<file path="src/rtl/gmii_pkg.sv">
// Shared definitions for the GMII framers: state encodings, preamble/SFD
// bytes, default frame limits and the byte-count width.
// No ports; imported by gmii_rx and gmii_rx_capture.
package gmii_pkg;

    localparam int CNT_W = 11;

    localparam logic [7:0] PRE_BYTE = 8'h55;
    localparam logic [7:0] SFD_BYTE = 8'hD5;

    localparam logic [CNT_W-1:0] P_MINLEN_DEF = 11'd64;
    localparam logic [CNT_W-1:0] P_MAXLEN_DEF = 11'd1522;
    localparam logic [3:0]       P_MAXPRE_DEF = 4'd15;

    typedef enum logic [2:0] {
        ST_IDLE = 3'd0,
        ST_PREA = 3'd1,
        ST_BDY  = 3'd2,
        ST_DROP = 3'd3,
        ST_END  = 3'd4
    } gmii_state_e;

    function automatic logic [7:0] nib_swap(input logic [7:0] b);
        return {b[3:0], b[7:4]};
    endfunction

endpackage

</file>
<file path="src/rtl/gmii_rx_capture.sv">
// Input capture for the GMII receive framer. Registers RXD/RXDV/RXER and
// keeps the "armed" flag that gates frame starts after reset.
// Optional macro GMII_RX_NIBBLE_SWAP_EN: store RXD with its nibbles swapped.
// Ports:
//   clk_i, rst_i            receive clock, async active-high reset
//   rxd_i, rxdv_i, rxer_i   raw GMII receive bus
//   rxd_o, rxdv_o, rxer_o   captured bus
//   armed_o                 a frame may start (RXDV seen low since reset)
module gmii_rx_capture
    import gmii_pkg::*;
(
    input  logic       clk_i,
    input  logic       rst_i,
    input  logic [7:0] rxd_i,
    input  logic       rxdv_i,
    input  logic       rxer_i,
    output logic [7:0] rxd_o,
    output logic       rxdv_o,
    output logic       rxer_o,
    output logic       armed_o
);

    logic [7:0] rxd_q;
    logic       rxdv_q;
    logic       rxer_q;
    logic       armed_q;
    logic [7:0] rxd_d;

`ifdef GMII_RX_NIBBLE_SWAP_EN
    assign rxd_d = nib_swap(rxd_i);
`else
    assign rxd_d = rxd_i;
`endif

    // armed_q follows the raw RXDV so it becomes set on the same edge that
    // captures RXDV=0; keying off the reset value of rxdv_q would arm the
    // block immediately after reset and accept a frame already in flight.
    always_ff @(posedge clk_i or posedge rst_i) begin
        if (rst_i) begin
            rxd_q   <= 8'h00;
            rxdv_q  <= 1'b0;
            rxer_q  <= 1'b0;
            armed_q <= 1'b0;
        end else begin
            rxd_q   <= rxd_d;
            rxdv_q  <= rxdv_i;
            rxer_q  <= rxer_i;
            armed_q <= armed_q | ~rxdv_i;
        end
    end

    assign rxd_o   = rxd_q;
    assign rxdv_o  = rxdv_q;
    assign rxer_o  = rxer_q;
    assign armed_o = armed_q;

endmodule

</file>
<file path="src/rtl/gmii_rx.sv">
// Receive-side GMII framer. Strips preamble/SFD, writes body bytes (FCS
// included) into the packet FIFO and, at frame end, commits the frame with
// its byte count or asks the FIFO to rewind.
// Optional macro GMII_RX_NIBBLE_SWAP_EN (handled in gmii_rx_capture).
// Ports:
//   ARST, RCLK                      async active-high reset, receive clock
//   RXD, RXDV, RXER                 GMII receive bus
//   FIFO_FULL                       FIFO cannot take a write this cycle
//   FIFO_WDAT, FIFO_WEN             body byte and write strobe
//   FIFO_WCNT                       byte count of the frame just ended
//   FIFO_WVALID, FIFO_WDROP         one-cycle commit / discard pulses
module gmii_rx
    import gmii_pkg::*;
#(
    parameter logic [CNT_W-1:0] P_MINLEN = P_MINLEN_DEF,
    parameter logic [CNT_W-1:0] P_MAXLEN = P_MAXLEN_DEF,
    parameter logic [3:0]       P_MAXPRE = P_MAXPRE_DEF
) (
    input  logic             ARST,
    input  logic             RCLK,
    input  logic [7:0]       RXD,
    input  logic             RXDV,
    input  logic             RXER,
    input  logic             FIFO_FULL,
    output logic [7:0]       FIFO_WDAT,
    output logic             FIFO_WEN,
    output logic [CNT_W-1:0] FIFO_WCNT,
    output logic             FIFO_WVALID,
    output logic             FIFO_WDROP
);

    logic [7:0] r_rxd;
    logic       r_rxdv;
    logic       r_rxer;
    logic       r_armed;

    gmii_rx_capture u_cap (
        .clk_i   (RCLK),
        .rst_i   (ARST),
        .rxd_i   (RXD),
        .rxdv_i  (RXDV),
        .rxer_i  (RXER),
        .rxd_o   (r_rxd),
        .rxdv_o  (r_rxdv),
        .rxer_o  (r_rxer),
        .armed_o (r_armed)
    );

    gmii_state_e      state_q;
    logic [4:0]       precnt_q;
    logic [CNT_W-1:0] r_bcnt;
    logic             err_q;
    logic             ovf_q;
    logic [7:0]       wdat_q;
    logic             wen_q;
    logic [CNT_W-1:0] wcnt_q;
    logic             wvalid_q;
    logic             wdrop_q;

    // Preamble byte evaluation, shared by IDLE (first byte of a frame) and
    // PREA. The count is one wider than P_MAXPRE so "exceeds" is reachable.
    logic [4:0]  pre_base;
    logic [4:0]  precnt_d;
    gmii_state_e pre_state_d;

    always_comb begin
        pre_base    = (state_q == ST_IDLE) ? 5'd0 : precnt_q;
        precnt_d    = (pre_base == 5'h1F) ? pre_base : pre_base + 5'd1;
        pre_state_d = ST_DROP;
        if (r_rxd == SFD_BYTE)
            pre_state_d = ST_BDY;
        else if (r_rxd == PRE_BYTE && precnt_d <= {1'b0, P_MAXPRE})
            pre_state_d = ST_PREA;
    end

    always_ff @(posedge RCLK or posedge ARST) begin
        if (ARST) begin
            state_q  <= ST_IDLE;
            precnt_q <= 5'd0;
            r_bcnt   <= '0;
            err_q    <= 1'b0;
            ovf_q    <= 1'b0;
            wdat_q   <= 8'h00;
            wen_q    <= 1'b0;
            wcnt_q   <= '0;
            wvalid_q <= 1'b0;
            wdrop_q  <= 1'b0;
        end else begin
            wen_q    <= 1'b0;
            wvalid_q <= 1'b0;
            wdrop_q  <= 1'b0;
            case (state_q)
                ST_IDLE: begin
                    if (r_rxdv) begin
                        r_bcnt <= '0;
                        err_q  <= 1'b0;
                        ovf_q  <= 1'b0;
                        if (!r_armed) begin
                            state_q <= ST_DROP;
                        end else begin
                            state_q  <= pre_state_d;
                            precnt_q <= precnt_d;
                        end
                    end
                end
                ST_PREA: begin
                    if (!r_rxdv) begin
                        state_q <= ST_IDLE;
                    end else begin
                        state_q  <= pre_state_d;
                        precnt_q <= precnt_d;
                    end
                end
                ST_BDY: begin
                    if (!r_rxdv) begin
                        state_q <= ST_END;
                    end else begin
                        if (r_rxer)
                            err_q <= 1'b1;
                        if (r_bcnt == P_MAXLEN) begin
                            // Overlength: the byte is not written and the
                            // frame is discarded once RXDV drops.
                            err_q   <= 1'b1;
                            state_q <= ST_DROP;
                        end else if (FIFO_FULL) begin
                            ovf_q <= 1'b1;
                        end else begin
                            wdat_q <= r_rxd;
                            wen_q  <= 1'b1;
                            r_bcnt <= r_bcnt + 1'b1;
                        end
                    end
                end
                ST_DROP: begin
                    // Only rewind the FIFO if this frame actually wrote
                    // something; routing through END keeps the pulse timing
                    // identical to the normal end-of-body path.
                    if (!r_rxdv)
                        state_q <= (r_bcnt != '0) ? ST_END : ST_IDLE;
                end
                ST_END: begin
                    if (!err_q && !ovf_q && r_bcnt >= P_MINLEN)
                        wvalid_q <= 1'b1;
                    else
                        wdrop_q <= 1'b1;
                    wcnt_q  <= r_bcnt;
                    r_bcnt  <= '0;
                    err_q   <= 1'b0;
                    ovf_q   <= 1'b0;
                    state_q <= ST_IDLE;
                end
                default: state_q <= ST_IDLE;
            endcase
        end
    end

    assign FIFO_WDAT   = wdat_q;
    assign FIFO_WEN    = wen_q;
    assign FIFO_WCNT   = wcnt_q;
    assign FIFO_WVALID = wvalid_q;
    assign FIFO_WDROP  = wdrop_q;

endmodule

</file>
<file path="config.mk">
export PLATFORM = sky130hd
export DESIGN_NAME = gmii_rx
export DESIGN_NICKNAME = d
export VERILOG_FILES = /design/src/rtl/gmii_pkg.sv /design/src/rtl/gmii_rx_capture.sv /design/src/rtl/gmii_rx.sv
export SDC_FILE = /design/constraint.sdc
export NUM_CORES = 1
export LEC_CHECK = 0
export BUFFER_PORTS_ARGS = -buffer_cell sky130_fd_sc_hd__clkbuf_2
export CORE_MARGIN = 4
export CORE_UTILIZATION = 38
export CTS_CLUSTER_SIZE = 12
export DETAILED_ROUTE_END_ITERATION = 7
export SYNTH_ARGS = -nofsm -noshare
export SYNTH_HDL_FRONTEND = slang
export SYNTH_HIERARCHICAL = 1
export SYNTH_SLANG_ARGS = --single-unit
</file>
<file path="constraint.sdc">
create_clock -name RCLK -period 3.9 [get_ports RCLK]
set_input_delay 0.585 -clock RCLK [delete_from_list [all_inputs] [get_ports RCLK]]
set_output_delay 0.585 -clock RCLK [all_outputs]
set_load 0.02 [all_outputs]
</file>
== Word level (Yosys, flattened, before mapping) ==
Cells that the tools add are included.

* Input port bits: 13
* Memories kept: 0
* Output and inout port bits: 22
* Bits in registers: 54
* Memory bits (read-only): 0
* Memory bits (writable): 0
* Latch bits: 0

* Div/mod/pow operators: 0
* Equality and inequality tests: 18
* Muxes and demuxes: 38
* Add/subtract/negate cells: 2
* Magnitude comparators: 2
* Multiply operators: 0
* Shifts and indexed selects: 0
* Bitwise logic cells: 4
* Reductions and logical operators: 15

{| class="wikitable"
|+ Operators with widths
! kind !! number
|-
| two-way mux 11 bit || 4
|-
| case mux 11 bit (3 select lines) || 1
|-
| two-way mux 5 bit || 5
|-
| two-way mux 3 bit || 7
|-
| two-way mux 1 bit || 15
|-
| case mux 3 bit (4 select lines) || 1
|-
| AND reduction 4 bit || 3
|-
| adder 11 x 1 -> 11 bit (second input constant) || 1
|-
| equality test 11 bit (second input constant) || 1
|-
| >= comparator 11 x 7 -> 1 bit (second input constant) || 1
|-
| nonzero test 11 bit || 1
|-
| case mux 5 bit (2 select lines) || 1
|-
| AND reduction 5 bit || 2
|-
| equality test 8 x 7 -> 1 bit (second input constant) || 1
|-
| equality test 8 bit (second input constant) || 1
|-
| inequality test 2 x 1 -> 1 bit (second input constant) || 4
|-
| inequality test 2 bit (second input constant) || 4
|-
| equality test 3 x 2 -> 1 bit (second input constant) || 2
|-
| case mux 1 bit (3 select lines) || 2
|-
| adder 5 x 1 -> 5 bit (second input constant) || 1
|-
| equality test 5 bit (second input constant) || 1
|-
| less-or-equal comparator 5 x 4 -> 1 bit (second input constant) || 1
|-
| two-way mux 2 bit || 2
|-
| equality test 3 x 1 -> 1 bit (second input constant) || 1
|-
| other kinds (11) || 16
|}

== Longest topological paths before layout ==
Gate-level depths: netlist (run 1).

* Depth after elaboration: 11
* Mapped depth: 7
* Mapped depth without buffers: 6

== Modules after synthesis ==
Netlist (run 1), hierarchy kept.

{| class="wikitable"
|+ Modules (own cells, without submodules)
! module !! times used !! cells each !! area an instance (sq um)
|-
| gmii_rx || 1 || 178 || 2115.8
|-
| gmii_rx_capture || 1 || 13 || 285.3
|}

== Worst setup path before layout (run 1) ==
No wires, ideal clock.

* Path type: register to register
* Start: register r_bcnt[0]
* End: register wdat_q[0] (netlist: FIFO_WDAT[0])
* Library setup time: 0.125 ns
* Buffers on the path: 1
* Stages on the path, launching flop included: 8
* Arrival time: 1.599 ns
* Slack: 2.176 ns
* Clock period less this slack: 1.724 ns
* Path through: dfrtp_1 inv_1 ha_1 and3b_1 nand4_4 and3_1 buf_6 mux2_4

* Longest elaborated chain between the ends: 3

{| class="wikitable"
|+ Ends and longest elaborated chain
! what !! line !! text
|-
| start, declared || gmii_rx.sv:51 || <nowiki>logic [CNT_W-1:0] r_bcnt;</nowiki>
|-
| start signal, assigned || gmii_rx.sv:130 || <nowiki>r_bcnt <= r_bcnt + 1'b1;</nowiki>
|-
| equality test 11 bit || gmii_rx.sv:120 || <nowiki>if (r_bcnt == P_MAXLEN) begin</nowiki>
|-
| NOT 1 bit (no source line) || n/a ||
|-
| AND reduction 4 bit (no source line) || n/a ||
|-
| end signal, assigned || gmii_rx.sv:128 || <nowiki>wdat_q <= r_rxd;</nowiki>
|-
| end, declared || gmii_rx.sv:54 || <nowiki>logic [7:0] wdat_q;</nowiki>
|}

No other way between the ends.
A chain may end at the register's enable or synchronous reset.

== Final worst setup path (run 1) ==
* Start: register r_bcnt[0]
* End: register wdat_q[4] (netlist: FIFO_WDAT[4])

The elaborated chain is that of the path after synthesis.

==> metrics.cfg, run 1 <==
[synthesis]
syn_inst = 191
netlist.top_cell.by_area = sky130_fd_sc_hd__dfrtp_1
yosys-top-cells-area = sky130_fd_sc_hd__dfrtp_1 56%, sky130_fd_sc_hd__mux2_2 5.2%, sky130_fd_sc_hd__mux2_4 5.0%, sky130_fd_sc_hd__a21oi_1 2.7%, sky130_fd_sc_hd__buf_6 1.9%
yosys_most_used_dff = sky130_fd_sc_hd__dfrtp_1
avgSynthCellArea_um2 = 12.6
synth_async_sr_flop_share = 1.00
mappedNetlistArea_um2 = 2400
synth_top_cells_by_count = 54 x sky130_fd_sc_hd__dfrtp_1, 13 x sky130_fd_sc_hd__a21oi_1, 11 x sky130_fd_sc_hd__mux2_2
synth.distinct_cells = 48
ys.warnings.count = 6
synth.net_count = 207
synthDominantCellAreaShare = 0.563
edff_count_synth = 0
synthMostInstantiatedCell = sky130_fd_sc_hd__dfrtp_1
postSynthRegisterBits = 54
yosysSeqAreaShare = 0.563

[finish]
n_fill_cell = 554
regArea_um2 = 1350
layout.nets = 243
final-instance-count-excl-fill = 303
post_route_cells_drive_above_1_share = 0.320
layout.core_utilization = 0.453
antenna-diode-count = 0
flow.area_growth_from_synthesis_pct = 13.7
multi_input_area_um2 = 970

[global_routing]
grt.overflow.total = 0
first_pass_grt_wire_length_mm = 7.87
grt_pass1_vias = 1604
antenna_found_initial = 0
maximum_number_of_pins_on_one_net_before_global_route_repair = 44
global_route.usage.total = 0.133

[placed_design]
place_hpwl_mm = 3.23
place.port_buffers = 34
cell_count_after_placement = 295
gp_routability_congestion = 0.836

[detailed_routing]
routed_wire_length_per_instance_um = 14.9
drt-initial-drc-count = 90
num_vias = 1621
ant_nets = 0
post-route-drc-count = 0
first_pass_iters = 4
route.final.wire_length_mm = 4.50
drt-vias-per-instance = 5.35

[sta]
layout_worst_path_cycle_share = 0.535
hold_viol_final = 0
grt_setup_unrepaired = no
worst_slew_pin_slew_ns = 1.06
slew_headroom = 0.292
tns_ns = 0
timing.clock.skew_ns = 0.00892
slew_violations = 0
min_period_ns = 2.09
hold_slack_ns = 0.249
timing.fmax_mhz = 480
setup_violations = 0

[clock_network]
tritoncts_clock_tree = built
htree_depth = 2
post_cts_resize_count = 0
skew_pair_late_insertion_delay_ns = 0.30
clk_root_buffer_cell = sky130_fd_sc_hd__clkbuf_8
cts_max_path_buffers = 2
cts.sinks = 54
cts_buf_count = 5
cts.repair_timing.setup_buffer_count = 0
path_clk_slew_ns = 0.09
postCtsHoldBufs = 0

[setup_path]
critPathLaunchType = register
max_fo_critical_path = 10
required_ns = 4.10
critPathCaptureType = register
criticalPathCategory = register to register
cp_data_arrival_time_ns = 2.28

[die]
die_width_um = 87.5
die_area_um2 = 7650
number_of_top_level_design_ports = 35
floorplan.rows = 28
core_um2 = 6030
initial_utilization = 0.398
die_height_um = 87.5

[power]
totalPowerFinal_mw = 1.34
worst_ir_drop_on_vdd_v = 0.000296
pwr_density_nw_per_um2 = 493
power_leakage_nw = 1.26

[run_status]
status = completed

[min_path]
min_path_type = primary input to async pin

[run]
maxCapViolCount = 0

==> layer usage <==
| metal | global-route usage | up-vias | wire [um] |
|---|---|---|---|
| met5 | 0 | - | 0 |
| met4 | 0.0418 | 0 | 65 |
| met1 | 0.185 | 803 | 2100 |
| li1 | - | 769 | - |
| met3 | 0.0388 | 8 | 233 |
| met2 | 0.199 | 41 | 2100 |
==> report_power, final <==
group          switching, mW  internal, mW
clock                  0.176         0.192
combinational          0.141         0.127
sequential            0.0721         0.636
total                  0.389         0.955
==> final timing paths <==
path / cells past startpoint / slack (ns) / end / start
min reg2reg: 1 / 0.48 / u_cap/armed_o / u_cap/armed_o
max reg2reg: 6 / 1.81 / FIFO_WDAT[4] / r_bcnt[0]
min in group RCLK: 1 / 0.38 / u_cap/rxd_o[7] / RXD[7]
min: 2 / 0.25 / u_cap/rxd_o[7] / ARST
max in group asynchronous: 3 / 3.12 / FIFO_WCNT[3] / ARST
max: 6 / 1.81 / FIFO_WDAT[4] / r_bcnt[0]
==> layout make-up <==
class | count | area share
Clock buffer | 6 | 0.0266
Inverter | 5 | 0.00688
Sequential cell | 54 | 0.495
Timing Repair Buffer | 36 | 0.0679
Clock inverter | 2 | 0.0138
Tap cell | 75 | 0.0344
Multi-Input combinational cell | 125 | 0.355
==> worst max-delay path, cell delays in order (launching register included) <==
cell	delay (ns)
sky130_fd_sc_hd__dfrtp_1	0.41
sky130_fd_sc_hd__inv_1	0.11
sky130_fd_sc_hd__ha_1	0.21
sky130_fd_sc_hd__and3b_1	0.20
sky130_fd_sc_hd__nand4_4	0.16
sky130_fd_sc_hd__and3_1	0.55
sky130_fd_sc_hd__mux2_4	0.35
==> registers in the layout, indices dropped and copies added (netlist names) <==
| name | cells |
|---|---|
| err_q | 1 |
| precnt_q | 5 |
| state_q | 3 |
| FIFO_WVALID | 1 |
| FIFO_WCNT | 11 |
| r_bcnt | 11 |
| u_cap/rxer_o | 1 |
| ovf_q | 1 |
| FIFO_WDROP | 1 |
| u_cap/rxd_o | 8 |
| u_cap/armed_o | 1 |
| FIFO_WDAT | 8 |
| FIFO_WEN | 1 |
| u_cap/rxdv_o | 1 |
==> placed cells by master (no fill, tap or decap), types with 3 or more instances in the layout <==
cell and count:
sky130_fd_sc_hd__dfrtp_1 54, sky130_fd_sc_hd__clkbuf_2 34, sky130_fd_sc_hd__a21oi_1 13, sky130_fd_sc_hd__mux2_2 11
sky130_fd_sc_hd__nor2_1 10, sky130_fd_sc_hd__mux2_4 8, sky130_fd_sc_hd__nand2_1 8, sky130_fd_sc_hd__nor3_1 7
sky130_fd_sc_hd__o21ai_0 7, sky130_fd_sc_hd__inv_1 5, sky130_fd_sc_hd__clkbuf_8 5, sky130_fd_sc_hd__a211oi_1 4
sky130_fd_sc_hd__nand3_1 4, sky130_fd_sc_hd__or3_1 4, sky130_fd_sc_hd__a31oi_1 3, sky130_fd_sc_hd__or4_1 3
sky130_fd_sc_hd__o21a_1 3, sky130_fd_sc_hd__nand4_1 3, sky130_fd_sc_hd__ha_1 3
==> cell families after synthesis <==
group           synth area share
simple gates               0.159
flops                      0.563
compound gates             0.120
mux                        0.102
buf+inv                   0.0333
fa+ha+maj                 0.0156
xor+xnor                 0.00730
==> per-stage QoR <==
stage,worst slack (ns),cell area (um2)
2_1_floorplan,2.18,2400
3_3_place_gp,1.87,2620
3_5_place_dp,1.80,2620
4_1_cts,1.80,2730
5_1_grt,1.65,2730
6_report,1.81,2730
Note: power is estimated with default switching activity, not from simulation.
==> inputs of run 2 (changes only) <==
clock period = 2.1 ns   (was 3.9 ns; I/O delays follow)
==> run 2 against run 1 <==
Effect of this change: first-iteration DRC count increased by 18%; clock power increased by 86%; global-route usage decreased by 0.20 points.
==> metrics.cfg, run 2 (synthesis gave the netlist of run 1 again) <==
[run_status]
status = completed

[die]
core_um2 = 6030
die_width_um = 87.5
floorplan.rows = 28
initial_utilization = 0.398
die_height_um = 87.5
number_of_top_level_design_ports = 35
die_area_um2 = 7650

[detailed_routing]
num_vias = 1587
post-route-drc-count = 0
drt-vias-per-instance = 5.15
ant_nets = 0
route.final.wire_length_mm = 4.46
routed_wire_length_per_instance_um = 14.5
first_pass_iters = 4
drt-initial-drc-count = 106

[power]
power_leakage_nw = 1.28
pwr_density_nw_per_um2 = 904
worst_ir_drop_on_vdd_v = 0.000473

[placed_design]
place.port_buffers = 34
gp_routability_congestion = 0.783
detailedPlace.worstSlack_ns = 0.0824
post_dp_cell_area_um2 = 2650
place_hpwl_mm = 3.19

[setup_path]
crit_path_cell_trace = buf_4 > nor2b_1 > o2111ai_1 > or3_1 > a21oi_1
critPathSlowestCell = sky130_fd_sc_hd__dfrtp_1
cp_data_arrival_time_ns = 2.09
setup.reg_to_reg.worst_slack_ns = 0.24
worst_setup_path_endpoint = r_bcnt[10]
max_fo_critical_path = 7
regToRegEndpoint = r_bcnt[10]
critical_path.max_stage_delay_ns = 0.44
criticalPathCategory = register to register
critPathCaptureType = register
required_ns = 2.33
timing.critical_path.from = state_q[2]
timing.rr.start = state_q[2]
critPathLaunchType = register
count_of_cells_along_the_worst_register_to_register_path = 5

[clock_network]
cts.sinks = 54
tritoncts_clock_tree = built
cts_buf_count = 5
clk_root_buffer_cell = sky130_fd_sc_hd__clkbuf_8
path_clk_slew_ns = 0.10
cts_max_path_buffers = 2
htree_depth = 2
skew_pair_late_insertion_delay_ns = 0.30

[finish]
mostFrequentLayoutCell = sky130_fd_sc_hd__dfrtp_1
leading_cell_types_in_the_layout_fill_and_taps_excluded = 54 x sky130_fd_sc_hd__dfrtp_1, 34 x sky130_fd_sc_hd__clkbuf_2, 13 x sky130_fd_sc_hd__a21oi_1
n_fill_cell = 552
antenna-diode-count = 0
layout.nets = 248
regArea_um2 = 1350
flow.area_growth_from_synthesis_pct = 15.4
design_area_um2 = 2770
post_route_cells_drive_above_1_share = 0.335
layout.core_utilization = 0.460
multi_input_area_um2 = 971

[min_path]
min_path_type = primary input to register

[sta]
timing.fmax_mhz = 538
tns_ns = 0
worst_slew_pin_slew_ns = 0.555
timing.clock.skew_ns = 0.00775
fin_ws_ns = 0.240
slew_headroom = 0.629
layout_worst_path_cycle_share = 0.886
hold_viol_final = 0
setup_violations = 0
slew_violations = 0
grt_setup_unrepaired = no
min_period_ns = 1.86

[global_routing]
maximum_number_of_pins_on_one_net_before_global_route_repair = 44
antenna_found_initial = 0
grt_pass1_vias = 1621
grt.overflow.total = 0
global_route.usage.total = 0.131
first_pass_grt_wire_length_mm = 8.04

[run]
maxCapViolCount = 0

run 2: cell types whose count changed in the layout (fill, tap and decap cells not counted):
cell / previous run / this run
sky130_fd_sc_hd__and3_2: 0 / 1
sky130_fd_sc_hd__and3_1: 2 / 1
sky130_fd_sc_hd__dlygate4sd3_1: 0 / 1
sky130_fd_sc_hd__buf_4: 2 / 6
run 2: how the worst min path moves through the flow:
stage,from,cells past startpoint,endpoint
global placement,ARST,2,u_cap/rxd_o[7]
finish,RXD[5],1,u_cap/rxd_o[5]
CTS,RXD[0],1,u_cap/rxd_o[0]
global route,RXD[7],1,u_cap/rxd_o[7]
floorplan,ARST,1,u_cap/armed_o
detailed placement,ARST,2,u_cap/rxd_o[7]
run 2: power by group:
group | switching, mW | internal, mW
Sequential | 0.133 | 1.18
Combinational | 0.264 | 0.242
Clock | 0.327 | 0.356
run 2: layout make-up:
| class | count | share of cell area |
|---|---|---|
| multi-input combinational | 125 | 0.350 |
| clock buffer | 6 | 0.0262 |
| tap | 75 | 0.0339 |
| timing repair buffer | 41 | 0.0813 |
| sequential | 54 | 0.488 |
| inverter | 5 | 0.00678 |
| clock inverter | 2 | 0.0136 |
run 2: repair_timing:
action                                  4_1_cts  5_1_grt
endpoints found under the hold margin        11        0
setup buffers                                 0        0
gates resized for setup                       0        1
endpoints found under the setup margin        0        8
hold buffers                                  1        0
run 2: worst max-delay path, delay by kind of cell (launching register included):
| kind | cells | cell delay (ns) |
|---|---|---|
| AND/OR/NAND/NOR | 2 | 0.68 |
| AO/OA/AOI/OAI | 2 | 0.50 |
| flip-flops | 1 | 0.44 |
| buffers and inverters | 1 | 0.18 |
run 2: through the flow:
| step | hold slack [ns] | total power, mW | std cells |
|---|---|---|---|
| 4_1_cts | 0.105 | 2.54 | 308 |
| 3_3_place_gp | 0.310 | 1.83 | 299 |
| 3_5_place_dp | 0.322 | 1.84 | 299 |
| 5_1_grt | 0.0968 | 2.64 | 308 |
| 2_1_floorplan | 0.167 | 1.68 | 191 |
| 6_report | 0.114 | 2.50 | 308 |
run 2: routing by layer:
metal  track usage  part of all wire
met3        0.0322             0.052
met5             0                 0
met1         0.194              0.49
met4        0.0349             0.015
met2         0.190              0.45
